===== src/rtl/bit_subtractor_parallel_if.sv =====
// Handshake/operand bundle for bit_subtractor_parallel.
// The ovf signal exists only when SUB_OVERFLOW_EN is defined.
interface bit_subtractor_parallel_if #(
   parameter int LANES = 4,
   parameter int WIDTH = 32
);
   logic                         start;
   logic [LANES-1:0][WIDTH-1:0]  numberA;
   logic [LANES-1:0][WIDTH-1:0]  numberB;
   logic                         bi;
   logic                         busy;
   logic                         ready;
   logic [LANES-1:0][WIDTH-1:0]  diff;
   logic [LANES-1:0]             bo;
`ifdef SUB_OVERFLOW_EN
   logic [LANES-1:0]             ovf;

   modport master (output start, numberA, numberB, bi,
                   input  busy, ready, diff, bo, ovf);
   modport slave  (input  start, numberA, numberB, bi,
                   output busy, ready, diff, bo, ovf);
`else
   modport master (output start, numberA, numberB, bi,
                   input  busy, ready, diff, bo);
   modport slave  (input  start, numberA, numberB, bi,
                   output busy, ready, diff, bo);
`endif
endinterface


===== src/rtl/bit_subtractor_parallel.sv =====
// Multi-lane, multi-cycle subtractor: diff[l] = A[l] - B[l] - bi for every lane.
// Each lane ripples CHUNK bits per clock; a lane's borrow never crosses into
// another lane. Operands are latched on an accepted start, so the inputs are
// free to change while the operation runs.
// Optional feature: define SUB_OVERFLOW_EN to add per-lane signed overflow (ovf).
module bit_subtractor_parallel #(
   parameter int LANES = 4,
   parameter int WIDTH = 32,
   parameter int CHUNK = 8
) (
   input  logic                   clk,
   input  logic                   reset,
   bit_subtractor_parallel_if.slave bus
);
   localparam int N     = WIDTH / CHUNK;
   localparam int CNT_W = (N > 1) ? $clog2(N) : 1;

   typedef enum logic [1:0] {S_IDLE, S_RUN, S_DONE} state_t;

   state_t                        r_state;
   state_t                        w_next;
   logic [CNT_W-1:0]              r_cnt;
   logic [LANES-1:0][WIDTH-1:0]   r_a;
   logic [LANES-1:0][WIDTH-1:0]   r_b;
   logic [LANES-1:0][WIDTH-1:0]   r_diff;
   logic [LANES-1:0]              r_borrow;
   logic [LANES-1:0]              r_bo;
   logic [CHUNK:0]                w_sub [LANES];
   logic [31:0]                   w_base;
   logic                          w_accept;
   logic                          w_last;
`ifdef SUB_OVERFLOW_EN
   logic [LANES-1:0]              r_ovf;
`endif

   // start is honoured only outside RUN; a new request in DONE chains directly
   assign w_accept = bus.start && (r_state != S_RUN);
   assign w_last   = (r_cnt == CNT_W'(N - 1));
   assign w_base   = 32'(r_cnt) * 32'(CHUNK);

   // State register
   always_ff @(posedge clk) begin
      if (reset) r_state <= S_IDLE;
      else       r_state <= w_next;
   end

   // Next-state logic: IDLE -> RUN -> DONE, with DONE able to restart
   always_comb begin
      w_next = r_state;
      case (r_state)
         S_IDLE:  if (w_accept) w_next = S_RUN;
         S_RUN:   if (w_last)   w_next = S_DONE;
         S_DONE:  w_next = w_accept ? S_RUN : S_IDLE;
         default: w_next = S_IDLE;
      endcase
   end

   // Per-lane chunk subtract; bit CHUNK of the result is the borrow out of this chunk
   always_comb begin
      for (int l = 0; l < LANES; l++) begin
         w_sub[l] = {1'b0, r_a[l][w_base +: CHUNK]}
                  - {1'b0, r_b[l][w_base +: CHUNK]}
                  - {{CHUNK{1'b0}}, r_borrow[l]};
      end
   end

   // Operand latch, chunk sequencing and result registers
   always_ff @(posedge clk) begin
      if (reset) begin
         r_cnt    <= '0;
         r_diff   <= '0;
         r_bo     <= '0;
         r_borrow <= '0;
`ifdef SUB_OVERFLOW_EN
         r_ovf    <= '0;
`endif
      end else if (w_accept) begin
         r_a      <= bus.numberA;
         r_b      <= bus.numberB;
         r_borrow <= {LANES{bus.bi}};
         r_cnt    <= '0;
      end else if (r_state == S_RUN) begin
         for (int l = 0; l < LANES; l++) begin
            r_diff[l][w_base +: CHUNK] <= w_sub[l][CHUNK-1:0];
            r_borrow[l]                <= w_sub[l][CHUNK];
         end
         r_cnt <= w_last ? '0 : r_cnt + CNT_W'(1);
         if (w_last) begin
            for (int l = 0; l < LANES; l++) begin
               r_bo[l] <= w_sub[l][CHUNK];
`ifdef SUB_OVERFLOW_EN
               // last chunk carries the sign bit, so its top result bit is the diff MSB
               r_ovf[l] <= (r_a[l][WIDTH-1] != r_b[l][WIDTH-1]) &&
                           (w_sub[l][CHUNK-1] != r_a[l][WIDTH-1]);
`endif
            end
         end
      end
   end

   assign bus.busy  = (r_state == S_RUN);
   assign bus.ready = (r_state == S_DONE);
   assign bus.diff  = r_diff;
   assign bus.bo    = r_bo;
`ifdef SUB_OVERFLOW_EN
   assign bus.ovf   = r_ovf;
`endif

endmodule


===== src/flat_wrapper.sv =====
// flat-port wrapper written by rule: the top's interface ports become plain ports
module bit_subtractor_parallel_flat 
#(
   parameter int LANES = 4,
   parameter int WIDTH = 32,
   parameter int CHUNK = 8
)
  (clk, reset, bus_start, bus_numberA, bus_numberB, bus_bi, bus_busy, bus_ready, bus_diff, bus_bo);
  bit_subtractor_parallel_if #(.LANES(LANES), .WIDTH(WIDTH)) bus_i ();
  input  logic clk;
  input  logic reset;
  input wire logic [$bits(bus_i.start)-1:0] bus_start;
  input wire logic [$bits(bus_i.numberA)-1:0] bus_numberA;
  input wire logic [$bits(bus_i.numberB)-1:0] bus_numberB;
  input wire logic [$bits(bus_i.bi)-1:0] bus_bi;
  output wire logic [$bits(bus_i.busy)-1:0] bus_busy;
  output wire logic [$bits(bus_i.ready)-1:0] bus_ready;
  output wire logic [$bits(bus_i.diff)-1:0] bus_diff;
  output wire logic [$bits(bus_i.bo)-1:0] bus_bo;
  assign bus_i.start = bus_start;
  assign bus_i.numberA = bus_numberA;
  assign bus_i.numberB = bus_numberB;
  assign bus_i.bi = bus_bi;
  assign bus_busy = bus_i.busy;
  assign bus_ready = bus_i.ready;
  assign bus_diff = bus_i.diff;
  assign bus_bo = bus_i.bo;
  bit_subtractor_parallel #(.LANES(LANES), .WIDTH(WIDTH), .CHUNK(CHUNK)) u_core (.clk(clk), .reset(reset), .bus(bus_i));
endmodule

===== config.mk =====
export PLATFORM = sky130hd
export DESIGN_NAME = bit_subtractor_parallel_flat
export DESIGN_NICKNAME = d
export VERILOG_FILES = /design/src/rtl/bit_subtractor_parallel_if.sv /design/src/rtl/bit_subtractor_parallel.sv /design/src/flat_wrapper.sv
export SDC_FILE = /design/constraint.sdc
export NUM_CORES = 1
export LEC_CHECK = 0
export CORE_UTILIZATION = 42
export CTS_CLUSTER_DIAMETER = 30
export CTS_CLUSTER_SIZE = 28
export DETAILED_ROUTE_END_ITERATION = 6
export PLACE_DENSITY_LB_ADDON = 0.2
export SLEW_MARGIN = 20
export SYNTH_ARGS = -nofsm -noshare
export SYNTH_HDL_FRONTEND = slang
export SYNTH_SLANG_ARGS = --single-unit

===== constraint.sdc =====
create_clock -name clk -period 27.9 [get_ports clk]
set_input_delay 2.79 -clock clk [delete_from_list [all_inputs] [get_ports clk]]
set_output_delay 2.79 -clock clk [all_outputs]
set_load 0.02 [all_outputs]

## Word level (Yosys, flattened, before mapping)

Index checks and enable logic that the tools add are counted.

| storage, ports and cells | value |
|---|---|
| flip-flop bits (word level) | 396 |
| latch bits | 0 |
| memory bits (writable) | 0 |
| ROM bits | 0 |
| bits of input ports | 260 |
| output and inout port bits | 134 |
| logic and storage cells | 66 |
| memories | 0 |

| cells by class | value |
|---|---|
| $add $sub $neg | 10 |
| multipliers | 0 |
| div/mod/pow operators | 0 |
| $lt $le $gt $ge | 0 |
| equal/unequal tests | 6 |
| shifts and indexed selects | 13 |
| multiplexer cells | 11 |
| bitwise gates (word level) | 2 |
| reductions and logical operators | 8 |

Operators by type and width:

| operator | number |
|---|---|
| 32-bit by 6-bit variable part select with 8-bit output | 8 |
| 8-bit by 34-bit variable part select with 32-bit output | 4 |
| 32-bit bitwise mux | 4 |
| 8-bit by 8-bit subtractor with 9-bit output | 4 |
| 9-bit by 1-bit subtractor with 9-bit output | 4 |
| 5-bit negator with 34-bit output | 1 |
| 8-bit by 34-bit variable shift with 32-bit output (first input constant) | 1 |
| 4-bit 2-to-1 mux | 2 |
| 2-bit 2-to-1 mux | 3 |
| 2-bit by 1-bit inequality test with 1-bit output (second input constant) | 3 |
| 2-bit one-hot mux with 3 select lines | 1 |
| 2-bit AND reduction | 3 |
| 2-bit == test (second input constant) | 2 |
| 3-bit AND reduction | 1 |
| 2-bit by 1-bit adder with 2-bit output (second input constant) | 1 |
| 2-bit by 1-bit == test with 1-bit output (second input constant) | 1 |
| 2-bit logical NOT | 1 |
| 1-bit NOT | 2 |
| 2-bit nonzero test | 1 |
| 2-bit OR reduction | 1 |
| 1-bit logical AND | 1 |
| 1-bit 2-to-1 mux | 1 |

## Logic depth before layout (Yosys ltp)

Gate-level depths: netlist of the first run.

| logic depth | value |
|---|---|
| depth in word-level cells | 5 |
| mapped depth | 14 |
| mapped depth without buffers | 10 |

## Worst setup path after synthesis of the first run

No wires, ideal clock.

| path | value |
|---|---|
| path type | in2reg |
| start | in reset |
| end | reg u_core.r_a[0] (netlist bit) (enable) |
| library setup time | 1.239 ns |
| arrival time | 21.745 ns |
| required time | 26.661 ns |
| path slack | 4.916 ns |
| cell stages on the path | 3 |
| buffers on the path | 2 |
| path through | clkbuf_1 > clkbuf_1 > nor3b_1 |

| between the ends | value |
|---|---|
| cells in the longest elaborated chain, start to end | 2 |

Ends and longest elaborated chain:

| what | RTL line | source |
|---|---|---|
| start: declaration | flat_wrapper.sv:11 | `input logic reset;` |
| 1-bit NOT (no line) | -- |  |
| 2-bit AND reduction (no line) | -- |  |
| end signal: assignment | bit_subtractor_parallel.sv:78 | `r_a <= bus.numberA;` |
| end: declaration | bit_subtractor_parallel.sv:23 | `logic [LANES-1:0][WIDTH-1:0] r_a;` |

No other way between the ends.
A chain may end at the register's enable or synchronous reset.

## Worst setup path in the final report of the first run

| path | value |
|---|---|
| start | in bus_start |
| end | reg u_core.r_b[3] (netlist bit) (enable) |

| between the ends | value |
|---|---|
| cells in the longest elaborated chain, start to end | 2 |

Ends and longest elaborated chain:

| what | RTL line | source |
|---|---|---|
| start: declaration | flat_wrapper.sv:12 | `input wire logic [$bits(bus_i.start)-1:0] bus_start;` |
| 1-bit logical AND | bit_subtractor_parallel.sv:37 | `assign w_accept = bus.start && (r_state != S_RUN);` |
| 2-bit AND reduction (no line) | -- |  |
| end signal: assignment | bit_subtractor_parallel.sv:79 | `r_b <= bus.numberB;` |
| end: declaration | bit_subtractor_parallel.sv:24 | `logic [LANES-1:0][WIDTH-1:0] r_b;` |

No other way between the ends.

==> results.yml, run 1 <==
cells_and_area:
  layout-drive-gt1-share_pct: 14.25
  stdcell_count: 2054
  mostFrequentLayoutCell: "clkdlybuf4s50_1"
  final_nets: 1837
  area_delta_synth_final_pct: 46.76
  seqCellArea_um2: 10500
  n_fill_cell: 2760
  multi_input_area_um2: 4766
  final_cell_mix: "clkdlybuf4s50_1, edfxtp_1, dfxtp_1"
  final_util_pct: 62.96
  antenna_cells: 0
clock_network:
  cts_buffers: 84
  clk_pin_slew_ns: 0.05
  clockRootBuffer: "clkbuf_16"
  cts.sinks: 396
  clk_path_buf_depth: 3
  cts_setup_buffers: 0
  htreeDepth: 3
  insertion_delay_ns: 0.58
  cts_resized: 0
  cts_tree: "built"
  hold_buffers: 0
grt:
  grt_pass1_wl_um: 64730
  track_usage_pct: 22.84
  antenna_found_initial: 0
  grt_pass1_vias: 11010
  gr-total-overflow: 0
  grt_max_degree: 91
sta:
  fin_setup_tns_ns: 0
  rsz0062_at_grt: "false"
  fmax_ghz: 0.1628
  finalMaxSlewViolations: 0
  min_period_ns: 6.143
  hold_viol: 0
  worst_pin_slew_ns: 1.083
  max_slew_margin_pct: 27.74
  setup_viol: 0
  worst_clock_skew_ns: 0.01843
  fin_crit_sh_pct: 22.02
critical_path:
  slowest_delay_ns: 0.91
  cp_cell_sequence: "clkdlybuf4s50_1, nor3b_2, buf_6, buf_4, buf_4"
  crit_required_ns: 28.09
  crit_type: "primary input to flip-flop"
  cp_slowest_cell: "buf_4"
  crit_top_cell: "buf_4"
  cp-start-kind: "primary input"
  crit_path_max_fanout: 90
  worstPathArrival_ns: 6.34
  critPathCaptureType: "flip-flop"
synth:
  synth_cell_types: 49
  synth_fp_nets: 1401
  synth_edf_count: 256
  synth-xor-area-share_pct: 1.277
  synth_seq_cells: 396
  yosysSeqAreaShare_pct: 66.48
  synthArstFlopShare_pct: 0
  synth_compound_gate_area_share_pct: 9.237
  ys_warn_count: 0
  yosys-mux-area-fraction_pct: 9.245
  ys.flop_type: "edfxtp_1"
  yosys.area_share.simple_pct: 5.003
  synth_area_per_cell_um2: 14.62
  synth_top_family_by_area: "multiplexers"
  netlist_area_um2: 15780
  synth-adder-area-share_pct: 5.297
  synth_cells: 1079
placement:
  dp_cells: 1897
  hpwl_um: 30670
  gp_routability_congestion: 0.8435
  io_buffers: 393
routing:
  vias: 10710
  wl_per_cell_um: 21.06
  viasPerCell: 5.212
  first_pass_iters: 5
  routed_wl_um: 43250
  drt_iter0_drc: 586
  drcViolationCount: 0
  final_antenna_net_count: 0
floorplanning:
  io_pins: 394
  core-area_um2: 36790
  start_util_pct: 42.90
  rows: 70
  die_w_um: 195.8
  die-area_um2: 38350
  die_height_um: 195.8
pwr:
  powerDensity_nw_per_um2: 82.79
  total_power_w: 0.001917
  peakVddDrop_uv: 53.33
  leakage_nw: 8.412
run:
  cap_viol_max_count: 0
status:
  status: "finished, final reports clean"
worst_hold_path:
  hold_class: "flip-flop to flip-flop"
[power by group]
group | internal, W | switching, W
clock | 0.000706 | 0.000322
combinational | 0.000100 | 0.000130
sequential | 0.000651 | 0.00000892
total | 0.00146 | 0.000460
[layout make-up]
type	instances	share of cell area (%)
multi-input combinational	542	20.58
tap	468	2.528
inverter	90	1.459
timing repair buffer	401	17.25
clock inverter	55	2.955
clock buffer	102	9.898
sequential	396	45.33
[state kept, by name, indices dropped and copies added (netlist names)]
register and count:
u_core.bus.bo 4, u_core.bus.diff 128, u_core.r_a 128, u_core.r_b 128
u_core.r_borrow 4, u_core.r_cnt 2, u_core.r_state 2
[final timing paths]
path | slack [ns] | cells after the start | endpoint | start
worst max-delay path | 21.76 | 5 | u_core.r_b[3] | bus_start
worst min-delay path | 0.46 | 2 | u_core.bus.diff[55] | u_core.bus.diff[55]
worst max register to register | 23.49 | 10 | u_core.r_borrow[1] | u_core.r_cnt[1]
worst min register to register | 0.46 | 2 | u_core.bus.diff[55] | u_core.bus.diff[55]
[synth_stat cells, drive strengths merged, types with 3 or more instances]
cell type  instances  area, um^2
o21a               5       37.54
xor2               8       70.07
inv               90       337.8
nor2b              3       18.77
nor2             108       405.4
a21oi             35       178.9
a2bb2oi            7       61.31
o21ai             32       160.2
a21boi             3       22.52
edfxtp           256        7687
ha                54       675.7
a21o               3       22.52
a22o              34       297.8
fa                 8       160.2
or3                3       18.77
mux4              63        1419
nand3              5       25.02
nor3               4       20.02
a211oi             6       45.04
a22oi             65       488.0
a221oi             5       50.04
dfxtp            140        2803
mux2i              4       40.04
clkbuf            40       150.1
buf               11       58.81
nand2             35       131.4
nand2b            14       87.58
xnor2             15       131.4
o22ai              3       18.77
[cell families after synthesis]
kind of cell | count (synthesis)
AND/OR/NAND/NOR | 183
buffers and inverters | 141
flip-flops | 396
AO/OA/AOI/OAI | 207
XOR/XNOR | 23
adder cells (fa/ha/maj) | 62
multiplexers | 67
[metrics by stage]
stage,hold slack (ns),area [um^2],worst slack (ns)
2_1_floorplan,0.4629,15780,4.916
3_3_place_gp,0.4335,20170,21.07
3_5_place_dp,0.4466,20170,20.94
4_1_cts,0.4565,23150,21.57
5_1_grt,0.4773,23160,21.51
6_report,0.4563,23160,21.76
[worst max-delay path, delay by kind of cell]
kind          cells  cell delay [ns]
buf+inv           4             3.07
simple gates      1             0.25
[metal layers]
metal | up-vias | GRT usage (%) | share of wire, %
met5 | - | 0 | 0
met4 | 0 | 10.91 | 3.4
met3 | 79 | 4.951 | 6.6
met2 | 441 | 37.83 | 49
met1 | 5239 | 28.57 | 41
li1 | 4946 | - | -
Power figures use the tool's default switching activity.
==> run 2, diff against run 1 <==
Clock period 27.9 ns to 5.05 ns, I/O delays scaled along.
==> results.yml, run 2 (same netlist as run 1, synthesis figures left out) <==
status:
  status: "finished, final reports clean"
floorplanning:
  io_pins: 394
  die_w_um: 195.8
  start_util_pct: 42.90
  die-area_um2: 38350
  rows: 70
  die_height_um: 195.8
  core-area_um2: 36790
sta:
  max_slew_margin_pct: 21.31
  worst_pin_slew_ns: 1.178
  fin_setup_tns_ns: 0
  worst_slack_ns: 1.228
  finalMaxSlewViolations: 0
  worst_clock_skew_ns: 0.01818
  min_period_ns: 3.822
  hold_viol: 0
  setup_viol: 0
  rsz0062_at_grt: "false"
  fin_crit_sh_pct: 75.69
  fmax_ghz: 0.2616
critical_path:
  worstPathArrival_ns: 4.34
  slowest_delay_ns: 0.77
  r2r_cells: 9
  crit_path_max_fanout: 25
  cp_slowest_cell: "a311oi_1"
  cp_cell_sequence: "buf_4, mux4_2, ha_1, inv_1, ha_1, a21o_1, a22o_1, a311oi_1, a22o_1"
  cpLargestDelayFamily: "compound AO/OA/AOI/OAI gates"
  reg2reg_to: "u_core.bus.diff[77]"
  critPathCaptureType: "flip-flop"
  crit_required_ns: 5.57
  crit_buf_inv: 2
  r2r_slack_ns: 1.23
  crit_type: "flip-flop to flip-flop"
  cp-start-kind: "flip-flop"
  r2r-start: "u_core.r_cnt[0]"
routing:
  final_antenna_net_count: 0
  viasPerCell: 5.219
  vias: 10740
  drt_iter0_drc: 526
  wl_per_cell_um: 21.40
  routed_wl_um: 44020
  drcViolationCount: 0
  first_pass_iters: 5
clock_network:
  clockRootBuffer: "clkbuf_16"
  insertion_delay_ns: 0.59
  cts_setup_buffers: 0
  cts_tree: "built"
  htreeDepth: 3
  clk_pin_slew_ns: 0.05
  cts.sinks: 396
  hold_buffers: 0
  clk_path_buf_depth: 3
  cts_resized: 0
  cts_buffers: 84
cells_and_area:
  mostFrequentLayoutCell: "clkdlybuf4s50_1"
  final_cell_mix: "clkdlybuf4s50_1, edfxtp_1, dfxtp_1"
  fin_area_um2: 23310
  final_util_pct: 63.37
  final_nets: 1840
  antenna_cells: 0
  layout-drive-gt1-share_pct: 14.60
  area_delta_synth_final_pct: 47.72
grt:
  gr-total-overflow: 0
  grt_pass1_vias: 11120
  grt_max_degree: 110
  antenna_found_initial: 0
  track_usage_pct: 23.21
  grt_pass1_wl_um: 65580
pwr:
  leakage_nw: 8.479
  peakVddDrop_uv: 243.7
  powerDensity_nw_per_um2: 459.5
run:
  cap_viol_max_count: 0
placement:
  pre_cts_slack_ns: 1.164
  gp_routability_congestion: 0.8261
  dpl_cell_area_um2: 20240
  hpwl_um: 31150
  io_buffers: 393
worst_hold_path:
  hold_path_depth: 2
  min_from: "reset"
  worstHoldEndpoint: "u_core.bus.diff[98]"
  hold_class: "primary input to flip-flop"
run 2: worst max path at each step:
| stage | depth (start not counted) | endpoint | start | slack (ns) |
|---|---|---|---|---|
| after detailed placement | 9 | u_core.bus.diff[69] | u_core.r_cnt[0] | 1.16 |
| after CTS | 9 | u_core.bus.diff[77] | u_core.r_cnt[0] | 1.12 |
| final | 9 | u_core.bus.diff[77] | u_core.r_cnt[0] | 1.23 |
| after global placement | 8 | u_core.r_borrow[1] | u_core.r_cnt[0] | 1.22 |
| after floorplan | 6 | u_core.r_a[0] | u_core.r_state[1] | -2.70 |
| after global routing | 8 | u_core.r_borrow[1] | u_core.r_cnt[0] | 0.83 |
run 2: report_power, final:
part	internal (W)	switching [W]	total [W]
Clock	0.00399	0.00181	0.00580
Combinational	0.000559	0.000704	0.00126
Sequential	0.00359	0.0000515	0.00364
run 2: cell type report:
type	count	area, um^2
clock buffers	99	2337
clock inverters	58	726.9
fillers	2733	13470
inverters	90	337.8
multi-input cells	542	4771
flip-flops and latches	396	10500
well taps	468	585.6
repair buffers	404	4055
run 2: worst reg2reg max path, cell delays in order, from the launching register on:
cell and delay (ns):
dfxtp_4 0.69, buf_4 0.37, mux4_2 0.55, ha_1 0.30, inv_1 0.04, ha_1 0.37, a21o_1 0.20, a22o_1 0.22
a311oi_1 0.77, a22o_1 0.24
run 2: through the flow:
stage / power (W) / std cells / hold slack [ns]
6_report: 0.01071 / 2057 / 0.4352
5_1_grt: 0.01107 / 2057 / 0.4562
4_1_cts: 0.01081 / 2057 / 0.4473
3_5_place_dp: 0.004966 / 1900 / 0.4480
3_3_place_gp: 0.004947 / 1900 / 0.4385
2_1_floorplan: 0.004423 / 1079 / 0.4579
run 2: layer usage:
metal | wire length (um) | track usage, % | vias to the layer above
met5 | 0 | 0 | -
met4 | 1649 | 11.17 | 0
met3 | 3108 | 6.154 | 85
met2 | 21400 | 38.07 | 461
met1 | 17860 | 28.54 | 5225
li1 | - | - | 4964
